===== src/rtl/mpu_sequencer.sv =====
// Microprogram issuer for the MPU: stores control words and plays them onto c,
// one per clock, with multi-pass repeat, abort and illegal-op suppression.
module mpu_sequencer #(
  parameter int DEPTH = 16,
  parameter int AW    = 4
) (
  input  logic          clk,
  input  logic          rst,
  input  logic          prog_we,
  input  logic [AW-1:0] prog_addr,
  input  logic [9:0]    prog_wdata,
  input  logic          start,
  input  logic          abort,
  input  logic [7:0]    repeat_cnt,
  output logic [8:0]    c,
  output logic [AW-1:0] pc,
  output logic          busy,
  output logic          done,
  output logic          err_illegal
);

  localparam logic [8:0] NOP = 9'h000;

  // S_DONE is the cycle in which the final word sits on c; its edge raises done.
  typedef enum logic [1:0] {S_IDLE, S_RUN, S_DONE} state_t;

  state_t        state_q, state_d;
  logic [8:0]    c_q, c_d;
  logic [AW-1:0] pc_q, pc_d;
  logic          busy_q, busy_d;
  logic          done_q, done_d;
  logic          err_q, err_d;
  logic [7:0]    passes_q, passes_d;

  logic [9:0]    mem [DEPTH];

  logic [AW-1:0] issue_addr;
  logic [9:0]    word;
  logic          illegal;
  logic          is_last;
  logic          start_ok;
  logic          issuing;
  logic [7:0]    passes_now;

  always_ff @(posedge clk) begin
    if (prog_we && !busy_q) begin
      mem[prog_addr] <= prog_wdata;
    end
  end

  always_comb begin
    issue_addr = (state_q == S_IDLE) ? '0 : pc_q;
    word       = mem[issue_addr];
    illegal    = (word[2:1] == 2'b11);
    is_last    = word[9] || (issue_addr == AW'(DEPTH - 1));
    start_ok   = (state_q == S_IDLE) && start && !abort;
    issuing    = start_ok || ((state_q == S_RUN) && !abort);
    passes_now = start_ok ? ((repeat_cnt == 8'd0) ? 8'd1 : repeat_cnt) : passes_q;

    state_d  = state_q;
    c_d      = NOP;
    pc_d     = pc_q;
    busy_d   = busy_q;
    done_d   = 1'b0;
    err_d    = err_q;
    passes_d = passes_q;

    case (state_q)
      S_IDLE: begin
        busy_d = 1'b0;
        if (start_ok) begin
          err_d = 1'b0;
        end
      end
      S_RUN: begin
        if (abort) begin
          state_d = S_IDLE;
          busy_d  = 1'b0;
          pc_d    = '0;
        end
      end
      S_DONE: begin
        state_d = S_IDLE;
        busy_d  = 1'b0;
        done_d  = 1'b1;
        pc_d    = '0;
      end
      default: begin
        state_d = S_IDLE;
        busy_d  = 1'b0;
      end
    endcase

    if (issuing) begin
      c_d    = illegal ? NOP : word[8:0];
      err_d  = err_d | illegal;
      busy_d = 1'b1;
      if (is_last) begin
        pc_d = '0;
        if (passes_now > 8'd1) begin
          passes_d = passes_now - 8'd1;
          state_d  = S_RUN;
        end else begin
          passes_d = 8'd0;
          state_d  = S_DONE;
        end
      end else begin
        pc_d     = issue_addr + 1'b1;
        passes_d = passes_now;
        state_d  = S_RUN;
      end
    end
  end

  always_ff @(posedge clk) begin
    if (rst) begin
      state_q  <= S_IDLE;
      c_q      <= NOP;
      pc_q     <= '0;
      busy_q   <= 1'b0;
      done_q   <= 1'b0;
      err_q    <= 1'b0;
      passes_q <= 8'd0;
    end else begin
      state_q  <= state_d;
      c_q      <= c_d;
      pc_q     <= pc_d;
      busy_q   <= busy_d;
      done_q   <= done_d;
      err_q    <= err_d;
      passes_q <= passes_d;
    end
  end

  assign c           = c_q;
  assign pc          = pc_q;
  assign busy        = busy_q;
  assign done        = done_q;
  assign err_illegal = err_q;

endmodule


===== config.mk =====
export PLATFORM = sky130hd
export DESIGN_NAME = mpu_sequencer
export DESIGN_NICKNAME = d
export VERILOG_FILES = /design/src/rtl/mpu_sequencer.sv
export SDC_FILE = /design/constraint.sdc
export NUM_CORES = 1
export LEC_CHECK = 0
export BUFFER_PORTS_ARGS = -buffer_cell sky130_fd_sc_hd__buf_2
export CORE_ASPECT_RATIO = 1.2
export CORE_MARGIN = 3
export CORE_UTILIZATION = 50
export DETAILED_ROUTE_END_ITERATION = 6
export GPL_ROUTABILITY_DRIVEN = 0
export PLACE_DENSITY = 0.67
export SYNTH_ARGS = -nofsm -noshare
export SYNTH_HDL_FRONTEND = slang
export SYNTH_SLANG_ARGS = --single-unit

===== constraint.sdc =====
create_clock -name clk -period 2.36 [get_ports clk]
set_input_delay 0.118 -clock clk [delete_from_list [all_inputs] [get_ports clk]]
set_output_delay 0.118 -clock clk [all_outputs]
set_load 0.03 [all_outputs]

==> results.md, run 1 <==
* Status: complete, but fails checks
* Failing checks: negative setup slack
* Final setup viols at 4
* Inst Count DP at 844
* Most common cell after layout, fill and taps aside: edfxtp_1
* Multiplexer share of the synthesized area at 8.170%
* RSZ-0062 raised after global routing: yes
* Clock network fraction of total power at between 40% and 50%
* Hold_ws at 0.06081 ns
* Syn Area/Cell at 13.75 sq um
* Period utilisation layout at 102.6%
* Reg power frac at 51.9%
* Tot Pwr at 7.004 mW
* Warnings from Yosys at 0
* Clk_skew at 0.008295 ns
* CP Launch Type: flop
* Hold Crit Class: primary input to flop
* CORE AREA at 15140 sq um
* EDFF count, synth at between 150 and 200
* Final Non-Filler Cells at 885
* ANT cells at 0
* Layout area overhead at 21.79%
* Max Slew Vio Count at 0
* Vias at 5065
* Leak Pwr at 3.266 nW
* Total global-route track usage at 20.84%
* Die Height at 142.9 um
* R2R cell count at 11
* Synth Area in Compound Gates at 11.29%
* Req. time, crit path at 2.74 ns
* Syn Inst Count at 568
* First-pass GRT wire length at 27.25 mm
* Distinct cell type count after synthesis at 54
* Crit Path Max Fanout at 6
* Sequential Area at between 5000 and 6000 sq um
* Worst rel slew slack at 60.23%
* HP Start: prog_wdata[9]
* Multi-input gate area at 2475 sq um
* Min-Delay Path Depth at 1
* Clk sinks at 186
* Final WL at about 17 mm
* Yosys reg bits at 186
* Fin area at ~9500 sq um
* Vias/cell at 5.723
* Clk buf depth at 2
* Pre-CTS setup slack at -0.3559 ns
* Seq/Total Area, Yosys at 68.18%
* Internal power at 5.422 mW
* Port buffer count at 42
* Post-synthesis adder-cell area fraction at 0.4806%
* Crit. Startpoint: state_q[0]$_SDFFE_PP0P_
* Post-Synth XOR/XNOR Area at 0.6729%
* Fillers at 1106
* Sw Ratio at ~23%
* PD cells at 736.4 nW/um^2
* Drt wl/cell at approximately 19 um
* Main combinational cell family by area after synthesis: compound AO/OA/AOI/OAI gates
* # DRC at 0
* Clock slew at reported path FFs at 0.07 ns
* Worst Tran Pin Value at 0.5920 ns
* FFs w/ async S/R, synth at 0%
* Drt first-iter violations at roughly 410
* Crit Path Category: flop to flop
* Psw at 1.583 mW
* Final worst slack at -0.06049 ns
* R2r startpoint: state_q[0]$_SDFFE_PP0P_
* Nets at 699
* Endpoint class of the critical path: flop
* Row cnt at between 40 and 50
* Most frequent cells in the layout: edfxtp_1, buf_4, nor2_1
* CTS tree: done
* Syn nets at 598
* IO Pins at 43
* CTS H-tree depth at 4
* Largest net degree at the start of global routing at 68
* Synth Flop Type: edfxtp_1
* Detail Route Antenna Nets at 0
* Simple-gate share of the synthesized area at 8.395%
* Final hold viol count at 0
* Initial antenna violation count at 0
* DR pass1 iterations at 5
* Maximum vdd drop at 0.5083 mV
* Number of global-route vias before repair at 4941
* Fmax at 0.4131 GHz
* Root buf cell: clkbuf_16
* Fin crit period at 2.420 ns
* DIE WIDTH at 120.1 um
* Die ar. at 17160 sq um
* Cell Area, Placed at 8661 sq um
* Layout cells sized above 1 at 31.28%
* Synthesized cell area at between 7000 and 8000 sq um
* Grt ovf at 0
* Later-pin clock latency in the skew report at 0.44 ns
* CTS buffer count at 17
* WP data arrival at 2.80 ns
* Initial core utilization at 51.57%
* Comb pwr share at 7.5%
* Max Cap Viol at 0
* Post-detail-place hpwl at 11.40 mm
-- per-layer routing --
metal	wire, um	global-route usage [%]
met1	7233	28.59
met2	8572	33.63
met3	988	4.477
met4	278	6.695
met5	0	0
-- cells by family (layout without fill, tap and decap cells) --
logic type                 after synthesis  in the layout
AOI/OAI and AO/OA                      138            138
xor gates and xnor gates                 6              6
adders and majority gates                3              3
buffers and inverters                   47            160
DFF                                    186            186
muxes                                   49             49
and+or+nand+nor                        139            139
-- metrics by stage --
step | TNS, ns | utilization [%]
finish | -0.1841 | 62.81
global route | -0.7717 | 62.81
CTS | -0.008447 | 62.04
detailed placement | -2.845 | 57.19
global placement | -1.603 | 57.19
floorplan | -0.005296 | -
-- flip-flops by register name, indices dropped and copies added (netlist names) --
| name | flops |
|---|---|
| busy | 1 |
| c | 9 |
| done | 1 |
| err_illegal | 1 |
| mem | 160 |
| passes_q | 8 |
| pc | 4 |
| state_q | 2 |
-- what timing repair did --
action | 4_1_cts | 5_1_grt
resized for setup | 22 | 21
hold buffers | 1 | 0
endpoints found under the hold margin | 6 | 0
buffers inserted | 3 | 6
pin swaps | 6 | 13
setup endpoints to repair | 15 | 21
-- worst paths after layout --
kind | end | slack (ns)
hold reg to reg | passes_q[4]$_SDFFE_PP0P_ | 0.51
hold / removal | mem[13][9]$_DFFE_PP_ | 0.06
setup / recovery | passes_q[3]$_SDFFE_PP0P_ | -0.06
setup reg to reg | passes_q[3]$_SDFFE_PP0P_ | -0.06
-- worst max-delay path, stage by stage, from the launching register on --
cell	delay (ns)
dfxtp_4	0.36
or4b_4	0.62
a21oi_4	0.22
inv_2	0.07
ha_4	0.17
o22ai_4	0.17
nor2_2	0.07
a21oi_2	0.23
buf_4	0.17
nand3_1	0.07
nand2_1	0.08
a22o_1	0.12
-- synth_stat cells (all sizes together) (9+ instances only) --
cell,instances,area (sq um)
edfxtp,160,4805
mux4,11,247.7
mux2i,30,300.3
nand3,9,50.05
o22ai,30,187.7
clkbuf,22,82.58
nand2,24,90.09
nor2,63,236.5
dfxtp,26,520.5
buf,17,106.4
o22a,9,78.83
a21oi,40,200.2
o21ai,24,123.9
nor3,13,65.06
-- layout make-up --
type | instances | share of cell area [%]
multi-input cells | 335 | 26.02
repair buffers | 121 | 8.642
inverters | 8 | 0.3157
flip-flops and latches | 186 | 56.12
clock inverters | 13 | 1.710
well taps | 204 | 2.684
clock buffers | 18 | 4.512
-- power groups by stage --
stage | logic, mW | clock network [mW] | registers [mW]
floorplan | 0.253 | 0 | 3.71
finish | 0.526 | 2.84 | 3.63
global route | 0.573 | 3.02 | 3.64
CTS | 0.492 | 2.87 | 3.63
detailed placement | 0.464 | 0 | 3.71
global placement | 0.451 | 0 | 3.70
(Power assumes the default switching activity.)
==> run 2, diff against run 1 <==
PLACE_DENSITY = 0.64   (was 0.67)
clock period = 3.1 ns   (was 2.36 ns; I/O delays follow)
==> run 2 against run 1 <==
The flow now finishes without violations. Core utilization is 4.1 points lower. Total power is 27% lower. Largest cell class unchanged. Largest power group unchanged. Cell count is 5.3% lower. Flip-flop and latch count stayed put. Register-to-register slack better by 0.27 ns. First-iteration DRC count is 25% higher.
==> results.md, run 2 (synthesis results as in run 1) <==
* Layout cells sized above 1 at 20.35% (-11 points)
* Initial antenna violation count at 1 (+1)
* Drt wl/cell at 20.41 um (+5.8%)
* Port buffer count at 42 (unchanged)
* Tot Pwr at 5.107 mW (-27%)
* Hold Crit Class: primary input to flop
* Clk buf depth at 2 (unchanged)
* Highest-delay cell along the critical path: o31ai_1
* Top delay family on crit path: compound AO/OA/AOI/OAI gates
* Total global-route track usage at 21.06% (+0.22 points)
* Vias at 4963 (-2.0%)
* Final Non-Filler Cells at 838 (-5.3%)
* RSZ-0062 raised after global routing: no
* Initial core utilization at 51.57% (unchanged)
* Final hold viol count at 0 (unchanged)
* Die ar. at 17160 sq um (unchanged)
* Worst rel slew slack at 30.73% (-29 points)
* CP peak stage delay at 0.49 ns (-0.13 ns)
* Clk_skew at 0.008895 ns (+0.0006006 ns)
* Fin crit period at 2.890 ns (+0.4695 ns)
* DIE WIDTH at 120.1 um (unchanged)
* Most common cell after layout, fill and taps aside: edfxtp_1
* Max reg flops at 160 (unchanged)
* Hold_ws at 0.02632 ns (-0.03449 ns)
* Max Cap Viol at 0 (unchanged)
* Critical path cell sequence: buf_4, buf_4, o22a_1, nor2_1, o31ai_1, a31o_1, or2_1, nor3_1
* CTS H-tree depth at 4 (unchanged)
* Root buf cell: clkbuf_16
* Layout area overhead at 13.86%
* Row cnt at 49 (unchanged)
* Leak Pwr at 2.970 nW (-9.1%)
* Fmax at 0.3460 GHz (-16%)
* Detail Route Antenna Nets at 0 (unchanged)
* IO Pins at 43 (unchanged)
* CTS buffer count at 17 (unchanged)
* Pre-CTS setup slack at 0.1919 ns (+0.5477 ns)
* Crit Path Max Fanout at 44 (+38)
* CTS tree: done
* Max Slew Vio Count at 0 (unchanged)
* Die Height at 142.9 um (unchanged)
* DR pass1 iterations at 5 (unchanged)
* Fillers at 1222 (+10%)
* Number of global-route vias before repair at 4938 (-0.061%)
* Largest net degree at the start of global routing at 63 (-7.4%)
* Drt first-iter violations at 507 (+25%)
* Most frequent cells in the layout: edfxtp_1, nor2_1, buf_2
* Crit Path Category: flop to flop
* Top reg by flops: mem
* Req. time, crit path at 3.39 ns (+0.65 ns)
* Crit path top cell by count: buf_4
* First-pass GRT wire length at 27.21 mm (-0.13%)
* Final WL at 17.11 mm (+0.21%)
* Nets at 651 (-6.9%)
* Later-pin clock latency in the skew report at 0.43 ns (about the same)
* Post-detail-place hpwl at 11.16 mm (-2.1%)
* Worst Tran Pin Value at 1.035 ns (+0.4432 ns)
* ANT cells at 0 (unchanged)
* Vias/cell at 5.922 (+3.5%)
* PD cells at 574.3 nW/um^2 (-22%)
* Period utilisation layout at 93.23% (-9.3 points)
* Maximum vdd drop at 0.3804 mV (-25%)
* Clock slew at reported path FFs at 0.06 ns (about the same)
* CP Launch Type: flop
* Final setup viols at 0 (-4)
* # DRC at 0 (unchanged)
* Inst Count DP at 806 (-4.5%)
* Status: complete, no violations
* WP buf/inv at 2 (unchanged)
* Endpoint class of the critical path: flop
* CORE AREA at 15140 sq um (unchanged)
* Grt ovf at 0 (unchanged)
* Fin Setup TNS at 0 ns (+0.1841 ns)
* Clk sinks at 186 (unchanged)
* Final worst slack at 0.2100 ns (+0.2705 ns)
* WP data arrival at 3.18 ns (+0.38 ns)
* Post-CTS Setup Inserts at 0 (-3)
run 2: cell types whose count changed in the layout (fill, tap and decap cells not counted), moves of 3 or more:
cell / previous run / this run
buf_4: 76 / 31
o21ai_0: 15 / 21
nor2_1: 58 / 63
o21ai_1: 7 / 2
a311oi_1: 3 / 7
a311oi_2: 4 / 0
clkbuf_1: 1 / 5
nor2_2: 4 / 0
ha_1: 0 / 3
run 2: final timing paths:
check                            from                        to  slack (ns)  depth (start not counted)
max reg2reg        pc[0]$_SDFFE_PP0P_           c[2]$_SDFF_PP0_        0.21                          8
max                pc[0]$_SDFFE_PP0P_           c[2]$_SDFF_PP0_        0.21                          8
min                               rst        pc[1]$_SDFFE_PP0P_        0.03                          2
min reg2reg  passes_q[6]$_SDFFE_PP0P_  passes_q[6]$_SDFFE_PP0P_        0.49                          2
run 2: power by group:
part | total, mW | switching (mW) | internal (mW)
Clock | 2.03 | 0.897 | 1.14
Sequential | 2.77 | 0.0155 | 2.75
Combinational | 0.309 | 0.202 | 0.108
run 2: timing repair:
item                       4_1_cts  5_1_grt
hold buffers                     0        0
gates resized for setup          0        2
setup endpoints to repair        0        4
run 2: layout make-up:
type / count / area [sq um] / share of cell area, %
Tap cell: 204 / 255.2 / 2.870
Multi-Input combinational cell: 335 / 2283 / 25.68
Timing Repair Buffer: 73 / 442.9 / 4.981
Clock buffer: 23 / 457.9 / 5.150
Inverter: 8 / 30.03 / 0.3377
Sequential cell: 186 / 5330 / 59.94
Clock inverter: 9 / 92.59 / 1.041
run 2: worst reg2reg max path, delay by kind of cell, from the launching register on:
kind / cells / cell delay [ns]
buffers and inverters: 2 / 0.70
AND/OR/NAND/NOR: 3 / 0.57
AO/OA/AOI/OAI: 3 / 1.00
flip-flops: 1 / 0.47
run 2: through the flow:
| step | util (%) | instance area, sq um |
|---|---|---|
| after floorplan | - | 7810 |
| after global placement | 55.01 | 8330 |
| after detailed placement | 55.01 | 8330 |
| after CTS | 58.65 | 8881 |
| after global routing | 58.72 | 8892 |
| final | 58.72 | 8892 |
run 2: per-layer routing:
metal / up-vias / wire, um / GRT usage (%)
met4: 0 / 259 / 7.780
met5: - / 0 / 0
li1: 2291 / - / -
met2: 181 / 8628 / 35.14
met3: 22 / 861 / 3.328
met1: 2469 / 7358 / 28.21
==> run 3, diff against run 2 <==
CORE_ASPECT_RATIO = 1.5   (was 1.2)
CTS_BUF_LIST = sky130_fd_sc_hd__clkbuf_16   (was unset)
==> run 3 against run 2 <==
Global-route usage is 0.42 points lower. Flip-flop and latch count stayed put. Clock-buffer cell count is 6 lower. Worst hold slack better by 0.087 ns. Critical path depth is 2 lower. Core utilization is 0.087 points lower. Cell count is 0.36% lower. Design area is 0.28% higher. Critical endpoint unchanged. Highest routed layer unchanged.
==> results.md, run 3 (synthesis results as in run 1) <==
* DR pass1 iterations at 5 (unchanged)
* CTS tree: done
* Fillers at 1193 (-2.4%)
* Clock network fraction of total power at 39.9% (about the same)
* Highest-delay cell along the critical path: buf_4
* Layout cells sized above 1 at 21.23% (+0.88 points)
* Req. time, crit path at 3.39 ns (about the same)
* CP peak stage delay at 0.72 ns (+0.23 ns)
* Leak Pwr at 2.988 nW (+0.61%)
* Pre-CTS setup slack at 0.2176 ns (+0.02571 ns)
* Drt wl/cell at 20.78 um (+1.8%)
* DIE WIDTH at 108.0 um (-10%)
* Fmax at 0.3603 GHz (+4.1%)
* CORE AREA at 15210 sq um (+0.43%)
* Fin Setup TNS at 0 ns (unchanged)
* Total global-route track usage at 20.64% (-0.42 points)
* WP data arrival at 3.06 ns (-0.12 ns)
* Layout area overhead at 14.18%
* Grt ovf at 0 (unchanged)
* Endpoint class of the critical path: flop
* Top delay family on crit path: buffers and inverters
* Later-pin clock latency in the skew report at 0.43 ns (about the same)
* Period utilisation layout at 89.52% (-3.7 points)
* Reg2reg setup slack at 0.32 ns (+0.11 ns)
* Final worst slack at 0.3248 ns (+0.1148 ns)
* Fin crit period at 2.775 ns (-0.1148 ns)
* Clk_skew at 0.006144 ns (-0.002751 ns)
* Worst rel slew slack at 39.04% (+8.3 points)
* Min-Delay Path Depth at 1 (-1)
* Max Slew Vio Count at 0 (unchanged)
* Critical path cell sequence: buf_4, nor2_1, o31ai_1, a31o_1, or2_1, nor3_1
* Root buf cell: clkbuf_16
* Crit Path Max Fanout at 67 (+52%)
* Vias/cell at 5.937 (+0.24%)
* Post-CTS Setup Inserts at 0 (unchanged)
* Max reg flops at 160 (unchanged)
* Initial antenna violation count at 0 (-1)
* RSZ-0062 raised after global routing: no
* Max Cap Viol at 0 (unchanged)
* Most common cell after layout, fill and taps aside: edfxtp_1
* Worst Tran Pin Value at 0.9111 ns (-0.1241 ns)
* Clock slew at reported path FFs at 0.07 ns (about the same)
* PD cells at 574.2 nW/um^2 (about the same)
* CTS buffer count at 17 (unchanged)
* Clk buf depth at 2 (unchanged)
* CP Launch Type: flop
* Detail Route Antenna Nets at 0 (unchanged)
* # DRC at 0 (unchanged)
* Row cnt at 55 (+12%)
* Hold_ws at 0.1132 ns (+0.08687 ns)
* Hold Crit Class: primary input to flop
* Tot Pwr at 5.121 mW (+0.26%)
* CTS H-tree depth at 4 (unchanged)
* Final hold viol count at 0 (unchanged)
* Final setup viols at 0 (unchanged)
* Vias at 4957 (-0.12%)
* Initial core utilization at 51.35% (-0.22 points)
* Layout Utilization at 58.63% (-0.087 points)
* Die Height at 159.1 um (+11%)
* Die ar. at 17190 sq um (+0.14%)
* IO Pins at 43 (unchanged)
* Drt first-iter violations at 349 (-31%)
* Port buffer count at 42 (unchanged)
* ANT cells at 0 (unchanged)
* Sw Ratio at 23.48% (+1.7 points)
* R2R cell count at 6 (-2)
* R2r startpoint: pc[1]$_SDFFE_PP0P_
* Status: complete, no violations
* Crit. Startpoint: pc[1]$_SDFFE_PP0P_
* Psw at 1.202 mW (+8.0%)
* Top reg by flops: mem
* Crit Path Category: flop to flop
* Internal power at 3.918 mW (-1.9%)
* HP Start: prog_wdata[7]
* Comb pwr share at 6.1% (about the same)
* Post-detail-place hpwl at 11.34 mm (+1.6%)
* Reg power frac at 54.0% (about the same)
* Worst R2R End: c[2]$_SDFF_PP0_
* Largest net degree at the start of global routing at 68 (+7.9%)
* Final WL at 17.35 mm (+1.4%)
* Most frequent cells in the layout: edfxtp_1, nor2_1, buf_2
* Number of global-route vias before repair at 4908 (-0.61%)
* Nets at 653 (+0.31%)
* Clk sinks at 186 (unchanged)
* Maximum vdd drop at 0.3641 mV (-4.3%)
* WP buf/inv at 1 (-1)
* First-pass GRT wire length at 26.86 mm (-1.3%)
* Hold worst-path end: mem[10][7]$_DFFE_PP_
run 3: cell types whose count changed in the layout (fill, tap and decap cells not counted), sizes merged:
cell | previous run | this run
buf | 73 | 74
bufinv | 1 | 0
clkbuf | 23 | 17
clkinv | 3 | 6
clkinvlp | 2 | 3
dlygate4sd3 | 0 | 1
inv | 11 | 14
run 3: repair_timing:
| item | 4_1_cts | 5_1_grt |
|---|---|---|
| endpoints found under the setup margin | 0 | 5 |
| gates resized for setup | 0 | 2 |
| hold buffers | 1 | 0 |
| hold endpoints to repair | 5 | 0 |
run 3: worst max path at each step:
stage | to | cells past startpoint | slack, ns
global placement | passes_q[4]$_SDFFE_PP0P_ | 14 | 0.30
global route | passes_q[2]$_SDFFE_PP0P_ | 11 | 0.10
detailed placement | passes_q[7]$_SDFFE_PP0P_ | 11 | 0.22
CTS | passes_q[7]$_SDFFE_PP0P_ | 11 | 0.17
floorplan | passes_q[3]$_SDFFE_PP0P_ | 13 | 0.44
finish | c[2]$_SDFF_PP0_ | 6 | 0.32
run 3: final cells by class:
cell class | count | area, sq um | share of cell area [%]
Clock buffer | 17 | 425.4 | 4.771
Clock inverter | 15 | 138.9 | 1.557
Inverter | 8 | 30.03 | 0.3367
Multi-Input combinational cell | 335 | 2283 | 25.61
Sequential cell | 186 | 5330 | 59.77
Tap cell | 199 | 249.0 | 2.792
Timing Repair Buffer | 75 | 460.4 | 5.163
run 3: per-stage QoR:
| stage | area [sq um] | cells |
|---|---|---|
| 2_1_floorplan | 7810 | 568 |
| 3_3_place_gp | 8332 | 802 |
| 3_5_place_dp | 8332 | 802 |
| 4_1_cts | 8906 | 835 |
| 5_1_grt | 8917 | 835 |
| 6_report | 8917 | 835 |
run 3: per-layer routing:
metal,global-route usage (%),share of wire (%)
met3,4.057,4.6
met2,34.68,52
met5,0,0
met1,26.36,41
met4,7.812,2.2
run 3: power groups by stage:
stage	clock network, mW	logic, mW	registers [mW]
finish	2.04	0.313	2.76
global route	2.18	0.345	2.77
CTS	2.08	0.312	2.76
detailed placement	0	0.310	2.82
global placement	0	0.301	2.82
floorplan	0	0.185	2.83
